## config.mk

```make
export PLATFORM = sky130hd
export DESIGN_NAME = prio_encoder_rr
export DESIGN_NICKNAME = d
export VERILOG_FILES = /design/src/rtl/prio_encoder_rr.sv
export SDC_FILE = /design/constraint.sdc
export NUM_CORES = 1
export LEC_CHECK = 0
export ABC_AREA = 1
export BUFFER_PORTS_ARGS = -buffer_cell sky130_fd_sc_hd__buf_2
export CAP_MARGIN = 20
export CORE_MARGIN = 4
export CORE_UTILIZATION = 40
export CTS_CLUSTER_SIZE = 24
export DETAILED_ROUTE_END_ITERATION = 12
export PLACE_DENSITY_LB_ADDON = 0.12
export SYNTH_ARGS = -nofsm -noshare
export SYNTH_HDL_FRONTEND = slang
export SYNTH_SLANG_ARGS = --single-unit
```

## constraint.sdc

```tcl
create_clock -name clk -period 6.54 [get_ports clk]
set_input_delay 1.308 -clock clk [delete_from_list [all_inputs] [get_ports clk]]
set_output_delay 1.308 -clock clk [all_outputs]
set_load 0.02 [all_outputs]
```

## src/rtl/prio_encoder_rr.sv

```systemverilog
// prio_encoder_rr: registered N-to-log2(N) encoder, fixed or round-robin.
// Ports: clk, rst_n, i[N], rr_en, in_valid/in_ready -> y[W], hit, multi,
//        out_valid/out_ready. One output register, 1-cycle latency.
module prio_encoder_rr #(
  parameter int N = 8,
  parameter int W = $clog2(N)
) (
  input  logic         clk,
  input  logic         rst_n,
  input  logic [N-1:0] i,
  input  logic         rr_en,
  input  logic         in_valid,
  output logic         in_ready,
  output logic [W-1:0] y,
  output logic         hit,
  output logic         multi,
  output logic         out_valid,
  input  logic         out_ready
);

  localparam logic [W:0]   NW    = (W+1)'(N);
  localparam logic [W-1:0] LAST  = W'(N-1);
  localparam logic [W-1:0] ONE_W = W'(1);
  localparam logic [N-1:0] ONE_N = N'(1);

  logic [W-1:0] ptr;
  logic [W-1:0] ptr_nxt;
  logic [W-1:0] sel_fix;
  logic [W-1:0] sel_rr;
  logic [W-1:0] sel;
  logic [W:0]   idx;
  logic         hit_c;
  logic         multi_c;
  logic         acc;

  assign in_ready = !out_valid || out_ready;
  assign acc      = in_valid && in_ready;

  assign hit_c   = |i;
  // Clearing the lowest set bit leaves something iff 2+ bits were set.
  assign multi_c = (i & (i - ONE_N)) != '0;

  // Walk downward so the last overwrite is the lowest index.
  always_comb begin
    sel_fix = '0;
    for (int k = N-1; k >= 0; k--) begin
      if (i[k]) sel_fix = W'(k);
    end
  end

  // Same walk over the rotated order ptr, ptr+1, ... wrapping at N.
  always_comb begin
    sel_rr = '0;
    idx    = '0;
    for (int k = N-1; k >= 0; k--) begin
      idx = {1'b0, ptr} + (W+1)'(k);
      if (idx >= NW) idx = idx - NW;
      if (i[idx[W-1:0]]) sel_rr = idx[W-1:0];
    end
  end

  assign sel = rr_en ? sel_rr : sel_fix;

  always_comb begin
    ptr_nxt = ptr;
    if (acc && rr_en && hit_c) begin
      if (sel_rr == LAST) ptr_nxt = '0;
      else                ptr_nxt = sel_rr + ONE_W;
    end
  end

  always_ff @(posedge clk or negedge rst_n) begin
    if (!rst_n) begin
      ptr <= '0;
    end else begin
      ptr <= ptr_nxt;
    end
  end

  always_ff @(posedge clk or negedge rst_n) begin
    if (!rst_n) begin
      out_valid <= 1'b0;
      y         <= '0;
      hit       <= 1'b0;
      multi     <= 1'b0;
    end else if (acc) begin
      out_valid <= 1'b1;
      y         <= sel;
      hit       <= hit_c;
      multi     <= multi_c;
    end else if (out_ready) begin
      out_valid <= 1'b0;
    end
  end

endmodule

```

=== Word-level counts from Yosys, hierarchy flattened ===
Index checks and enable logic that the tools add are counted.

* $add $sub $neg: 17
* Multipliers: 0
* Divide/modulo/power cells: 0
* $lt $le $gt $ge: 16
* Eq/ne operators: 1
* Shift operators: 0
* Multiplexer cells: 44
* Bitwise gates (word level): 1
* Reductions and logical operators: 8

{| class="wikitable"
|+ Operators by type and width
! operator !! count
|-
| 3-bit 2-to-1 mux || 26
|-
| 3-bit by 4-bit less-than comparator with 1-bit output (second input constant) || 8
|-
| 4-bit greater-or-equal comparator (second input constant) || 7
|-
| 1-bit binary-select mux with 3-bit select || 8
|-
| 3-bit by 1-bit subtractor with 3-bit output (second input constant) || 8
|-
| 3-bit by 3-bit adder with 4-bit output (second input constant) || 4
|-
| 1-bit 2-to-1 mux || 10
|-
| 3-bit by 2-bit adder with 4-bit output (second input constant) || 2
|-
| 8-bit bitwise AND || 1
|-
| 8-bit nonzero test || 1
|-
| 8-bit OR reduction || 1
|-
| 8-bit by 1-bit subtractor with 8-bit output (second input constant) || 1
|-
| 3-bit by 1-bit adder with 4-bit output (second input constant) || 1
|-
| 3-bit by 4-bit greater-or-equal comparator with 1-bit output (second input constant) || 1
|-
| 3-bit by 1-bit adder with 3-bit output (second input constant) || 1
|-
| 3-bit equality test (second input constant) || 1
|-
| 1-bit logical AND || 3
|-
| 2-bit nonzero test || 1
|-
| 1-bit zero test || 1
|-
| 1-bit logical OR || 1
|}

* Register bits after elaboration: 9
* Latch bits: 0
* Memory bits (writable): 0
* Bits in read-only memories: 0
* Bits of input ports: 13
* Output and inout port bits: 7
* Logic and storage cells: 92
* Memories: 0

=== Logic depth before layout (Yosys ltp) ===
Gate-level depths: netlist of run 1.

* Depth after elaboration: 15
* Gate-level depth with buffers: 20
* Depth with buffers taken out: 19

=== Least setup slack after synthesis of run 1 ===
Ideal clock, no wire load.

* Path kind: input to output
* Start: in out_ready
* End: out in_ready
* Data arrival time: 1,504 ps
* Data required time: 5,232 ps
* Setup slack: 3,728 ps
* Stages: 2
* Path buffers: 0
* Path through: inv_1 nand2_1

* Word-level cells in the longest chain between the ends: 1

{| class="wikitable"
|+ RTL lines
! item !! line !! text
|-
| from (decl) || 18 || <nowiki>input logic out_ready</nowiki>
|-
| 1-bit logical OR || 36 || <nowiki>assign in_ready = !out_valid || out_ready;</nowiki>
|-
| to (decl) || 13 || <nowiki>output logic in_ready,</nowiki>
|}

Every way passes these cells.

=== Worst setup path after layout of run 1 ===
Same ends and word-level chain as after synthesis.

==> run summary, run 1 <==
multi-input logic area: 817 um2
relative slew slack: 64.4%
Seq. cell area: 225 um2
H-tree depth: 1
CP Max Fanout: 3
clk root buf: clkbuf_4
DR WL/cell: 11.6 um
RSZ-0062 raised after global routing: false
ratio of final minimum period to clock period: 45.6%
Inserted Clock Buffers: 3
clock transition at the registers of the reported paths: 0.06 ns
clock skew: 0.00263 ns
Detailed Route Iter0 Violations: 65
Syn Inst Count: 194
Nets: 231
core area: 2780 um2
port bufs: 19
Initial Utilization: 42.2%
Leakage: 0.702 nW
fillers: 302
DR vias/cell: 5.06
run status: finished clean
Post-CTS Setup Bufs: 0
worst hold endpoint: hit
final worst-path setup slack: 3.55 ns
total number of vias: 1,239
R2R cell count: 18
post-synth top area cell: dfrtp_1
GPL Wtd Cong: 0.906
# IOs: 20
Post-Syn Area per Cell: 6.04 um2
critical path class: input pin to output pin
worst vdd ir: 0.341 mV
max cap viols: 0
first-pass GRT wire length: 5100 um
Syn Nets: 210
dpl ws: 3.55 ns
number of global-route vias before repair: 1,191
Arr. time, crit path: 1.68 ns
CTS tree: done
R2R Path Start: ptr[0]
largest net degree at the start of global routing: 13
total wire length: 2840 um
largest cells by area after synthesis: dfrtp_1 (19%), nand2_1 (19%), nand3_1 (13%), nand2_2 (8.0%), nand3_2 (6.0%)
Power Dens Cells: 627 nW/um2
setup_tns: 0 ns
first-pass iteration count of the detailed router: 4
Synth top area share: 19.2%
Rows: 19
die height: 62.1 um
post-synthesis register bit count: 9
highest clock rate: 0.335 GHz
Clk Latency, worst-skew pair: 0.26 ns
clk sinks: 9
Total Routing Usage GR: 15.1%
Netlist cell types: 23
Antenna Nets Post-Route: 0
Slew Viols, Final: 0
CTS-repair resized insts: 0
antenna violations before repair: 0
reg2reg setup slack: 3.70 ns
drt drc: 0
Req. time, crit path: 5.23 ns
Die ar.: 3860 um2
Die W: 62.1 um
aggregate global routing overflow: 0
Area growth syn-to-layout: 10.8%
Hold Crit Class: flip-flop to flip-flop
reg2reg end: ptr[0]
startpoint types: input pin
HPWL Detailed: 2430 um
clk buf depth: 2
Worst-Margin Slew: 0.534 ns
Mapped Area: 1170 um2
Worst Hold Depth: 2
layout cells sized above 1: 25.7%
fin crit period: 2.99 ns
YS warnings: 0
ANT cells: 0
crit end category: output pin
Fin. Hold Viols: 0
Hold Startpoint: hit
setup violators final: 0
hold-fix buffers at CTS: 0
Seq/Total Area, Yosys: 19.2%
## worst max-delay path by stage
stage                         start        to  slack (ns)
after floorplan           out_ready  in_ready        3.73
after global placement    out_ready  in_ready        3.57
after detailed placement  out_ready  in_ready        3.55
after CTS                 out_ready  in_ready        3.55
after global routing         ptr[0]    ptr[0]        3.38
final                     out_ready  in_ready        3.55
## per-layer routing
layer / up-vias / share of wire [%] / global-route usage [%]
li1: 673 / - / -
met1: 546 / 47 / 19.4
met2: 18 / 50 / 26.7
met3: 2 / 2.4 / 1.80
met4: 0 / 0.14 / 3.52
met5: - / 0 / 0
## critical path, cell delays in order
cell and delay [ns]:
buf_2 0.09, inv_1 0.04, nand2_1 0.07, buf_2 0.17
## sequential cells by signal, summed over array words and instances, names as in the netlist
name       count
y              3
multi          1
out_valid      1
hit            1
ptr            3
## per-stage QoR
stage	total power [W]	area, um2	cells	utilization (%)	hold WS, ns
2_1_floorplan	0.000664	1170	194	-	0.591
3_3_place_gp	0.000762	1270	241	45.7	0.468
3_5_place_dp	0.000774	1270	241	45.7	0.462
4_1_cts	0.000821	1300	245	46.7	0.488
5_1_grt	0.000923	1300	245	46.7	0.531
6_report	0.000815	1300	245	46.7	0.485
## layout make-up
class | count | share of cell area (%)
flip-flops and latches | 9 | 17.3
inverters | 25 | 7.42
multi-input cells | 157 | 62.9
well taps | 31 | 2.99
clock buffers | 4 | 2.02
repair buffers | 19 | 7.32
## cells by family after synthesis
logic type | after synthesis | share of synthesized area [%]
DFF | 9 | 19.2
adders and majority gates | 3 | 3.20
AOI/OAI and AO/OA | 26 | 12.8
buffers and inverters | 28 | 11.1
xor gates and xnor gates | 4 | 3.63
and+or+nand+nor | 124 | 50.1
## cells in the final DEF (no fill, tap or decap)
cell	count
a211o_1	1
a211oi_1	1
a21oi_1	12
a21oi_2	2
a31oi_1	2
buf_2	19
clkbuf_1	1
clkbuf_4	3
dfrtp_1	9
ha_1	3
inv_1	18
inv_2	6
inv_4	1
nand2_1	58
nand2_2	15
nand3_1	31
nand3_2	7
nor2_1	12
nor3_1	1
o21ai_0	5
o21ai_1	2
o21ai_2	1
xnor2_1	2
xor2_1	1
xor2_2	1
## cell usage after synthesis, drive strengths merged
master  count
a21oi      14
dfrtp       9
ha          3
buf         3
inv        25
xnor2       2
a211oi      1
nand2      73
o21ai       8
nand3      38
a31oi       2
xor2        2
a211o       1
nor3        1
nor2       12
## report_power, final
| part | switching (W) | internal [W] |
|---|---|---|
| logic | 0.000425 | 0.000233 |
| registers | 0.0000403 | 0.0000745 |
| clock network | 0.0000187 | 0.0000235 |
| total | 0.000484 | 0.000331 |
(Power assumes the default switching activity.)
==> run 2: changes to the inputs <==
Clock period 6.54 ns to 3 ns, I/O delays scaled along.
==> run 2 against run 1 <==
Against the previous run:
- routed wire length increased by 7.4%
- via count increased by 3.9%
- total power increased by 120%
- sequential cell count unchanged
- die area unchanged
- register-to-register slack got worse by 3.3 ns
- largest power group unchanged
==> run summary, run 2 (synthesis gave the netlist of run 1 again) <==
run status: finished clean (unchanged)
dpl ws: 0.489 ns (was 3.55 ns)
most common cell after layout, fill and taps aside: nand2_1 (unchanged)
most frequent cells in the layout: nand2_1 (58), nand3_1 (31), buf_2 (19), inv_1 (18), nand2_2 (15) (unchanged)
clk root buf: clkbuf_4 (unchanged)
logic gate share of total power: 82.2% (was 80.7%)
delay-heaviest family, CP: simple AND/OR/NAND/NOR gates (was buffers and inverters)
fin util: 47.0% (was 46.7%)
setup violators final: 0 (unchanged)
Detailed Route Iter0 Violations: 68 (was 65)
fillers: 325 (was 302)
largest net degree at the start of global routing: 12 (was 13)
clk sinks: 9 (unchanged)
crit end category: flip-flop (was output pin)
# IOs: 20 (unchanged)
Nets: 232 (was 231)
cell-internal power: 0.000730 W (was 0.000331 W)
Antenna Nets Post-Route: 0 (unchanged)
final non-filler cell total: 246 (was 245)
design area: 1310 um2 (was 1300 um2)
first-pass GRT wire length: 5460 um (was 5100 um)
total wire length: 3040 um (was 2840 um)
total number of vias: 1,287 (was 1,239)
H-tree depth: 1 (unchanged)
final worst-path setup slack: 0.447 ns (was 3.55 ns)
CP Max Fanout: 9 (was 3)
Clk Latency, worst-skew pair: 0.27 ns (was 0.26 ns)
critical path class: flip-flop to flip-flop (was input pin to output pin)
Req. time, crit path: 3.19 ns (was 5.23 ns)
fin crit period: 2.55 ns
Inserted Clock Buffers: 3 (unchanged)
slowest CP cell: dfrtp_1 (was buf_2)
DR WL/cell: 12.4 um (was 11.6 um)
CTS-repair resized insts: 0 (unchanged)
delay of the slowest critical-path stage: 0.55 ns (was 0.17 ns)
ratio of final minimum period to clock period: 85.1%
DP Cell Count: 242 (was 241)
clk buf depth: 2 (unchanged)
Die W: 62.1 um (unchanged)
Initial Utilization: 42.2% (unchanged)
antenna violations before repair: 0 (unchanged)
CP Cell Sequence: inv_4 > ha_1 > inv_2 > nand3_1 > nand3_2 > nand2_2 > a21oi_1 > nand2_1 > nand2_1 > nand2_1 > nand2_1 > nand2_1 > nand2_1 > nand2_2 > ha_1 > nand3_1 > nand2_1 > o21ai_1 (was buf_2 > inv_1 > nand2_1 > buf_2)
ANT cells: 0 (unchanged)
Rows: 19 (unchanged)
number of global-route vias before repair: 1,316 (was 1,191)
first-pass iteration count of the detailed router: 6 (was 4)
Flop pwr share: 12.4% (was 14.1%)
Total Routing Usage GR: 16.8% (was 15.1%)
R2R cell count: 18 (unchanged)
HPWL Detailed: 2560 um (was 2430 um)
clock transition at the registers of the reported paths: 0.07 ns (was 0.06 ns)
setup_tns: 0 ns (unchanged)
Leakage: 0.707 nW (was 0.702 nW)
Arr. time, crit path: 2.74 ns (was 1.68 ns)
Net Switching: 0.00108 W (was 0.000484 W)
Post-CTS Setup Bufs: 0 (unchanged)
drt drc: 0 (unchanged)
aggregate global routing overflow: 0 (unchanged)
max cap viols: 0 (unchanged)
Slew Viols, Final: 0 (unchanged)
Die ar.: 3860 um2 (unchanged)
Worst path depth: 18 (was 4)
core area: 2780 um2 (unchanged)
hold-fix buffers at CTS: 0 (unchanged)
Buf/Inv on CP: 2 (was 3)
largest registers: ptr x3, y x3 (unchanged)
clock skew: 0.00950 ns (was 0.00263 ns)
Worst-Margin Slew: 0.484 ns (was 0.534 ns)
port bufs: 19 (unchanged)
RSZ-0062 raised after global routing: false (unchanged)
CTS tree: done (unchanged)
die height: 62.1 um (unchanged)
Worst path most repeated cell: nand2_1 (was buf_2)
layout cells sized above 1: 26.0% (was 25.7%)
reg2reg setup slack: 0.45 ns (was 3.70 ns)
Fin. Hold Viols: 0 (unchanged)
highest clock rate: 0.392 GHz
relative slew slack: 67.7% (was 64.4%)
Hold Crit Class: input pin to async pin (was flip-flop to flip-flop)
sw frac: 59.6% (was 59.4%)
Power Dens Cells: 1380 nW/um2 (was 627 nW/um2)
Area growth syn-to-layout: 11.4% (was 10.8%)
DR vias/cell: 5.23 (was 5.06)
dpl cell area: 1280 um2 (was 1270 um2)
GPL Wtd Cong: 0.911 (was 0.906)
worst vdd ir: 0.773 mV (was 0.341 mV)
startpoint types: flip-flop (was input pin)
power share of the clock group: 5.4% (was 5.2%)
## run 2: power groups by stage
stage / combinational [W] / sequential (W) / clock, W
2_1_floorplan: 0.00123 / 0.000218 / 0
3_3_place_gp: 0.00148 / 0.000222 / 0
3_5_place_dp: 0.00149 / 0.000225 / 0
4_1_cts: 0.00149 / 0.000224 / 0.000100
5_1_grt: 0.00174 / 0.000229 / 0.000108
6_report: 0.00149 / 0.000224 / 0.0000970
## run 2: path summary, 6_finish.rpt
| path | start | endpoint |
|---|---|---|
| worst max-delay path | ptr[1] | ptr[0] |
| worst min-delay path | rst_n | out_valid |
| worst max register to register | ptr[1] | ptr[0] |
| worst min register to register | hit | hit |
| max in group asynchronous | rst_n | ptr[2] |
| min in group clk | hit | hit |
## run 2: area by class of cell
cell class	instances	area (um2)	area share [%]
Clock buffer	4	26.3	2.01
Timing Repair Buffer	20	103	7.85
Inverter	25	96.3	7.38
Tap cell	31	38.8	2.97
Sequential cell	9	225	17.2
Multi-Input combinational cell	157	817	62.5
## run 2: routing by layer
| metal | up-vias | track usage (%) | routed length, um |
|---|---|---|---|
| li1 | 671 | - | - |
| met2 | 37 | 29.4 | 1490 |
| met3 | 8 | 2.34 | 96 |
| met1 | 571 | 20.1 | 1380 |
| met5 | - | 0 | 0 |
| met4 | 0 | 7.59 | 78 |
## run 2: stage by stage
stage / hold WS (ns) / power [W]
6_report: 0.171 / 0.00181
4_1_cts: 0.170 / 0.00182
3_5_place_dp: 0.462 / 0.00171
2_1_floorplan: 0.304 / 0.00145
3_3_place_gp: 0.462 / 0.00170
5_1_grt: 0.182 / 0.00208
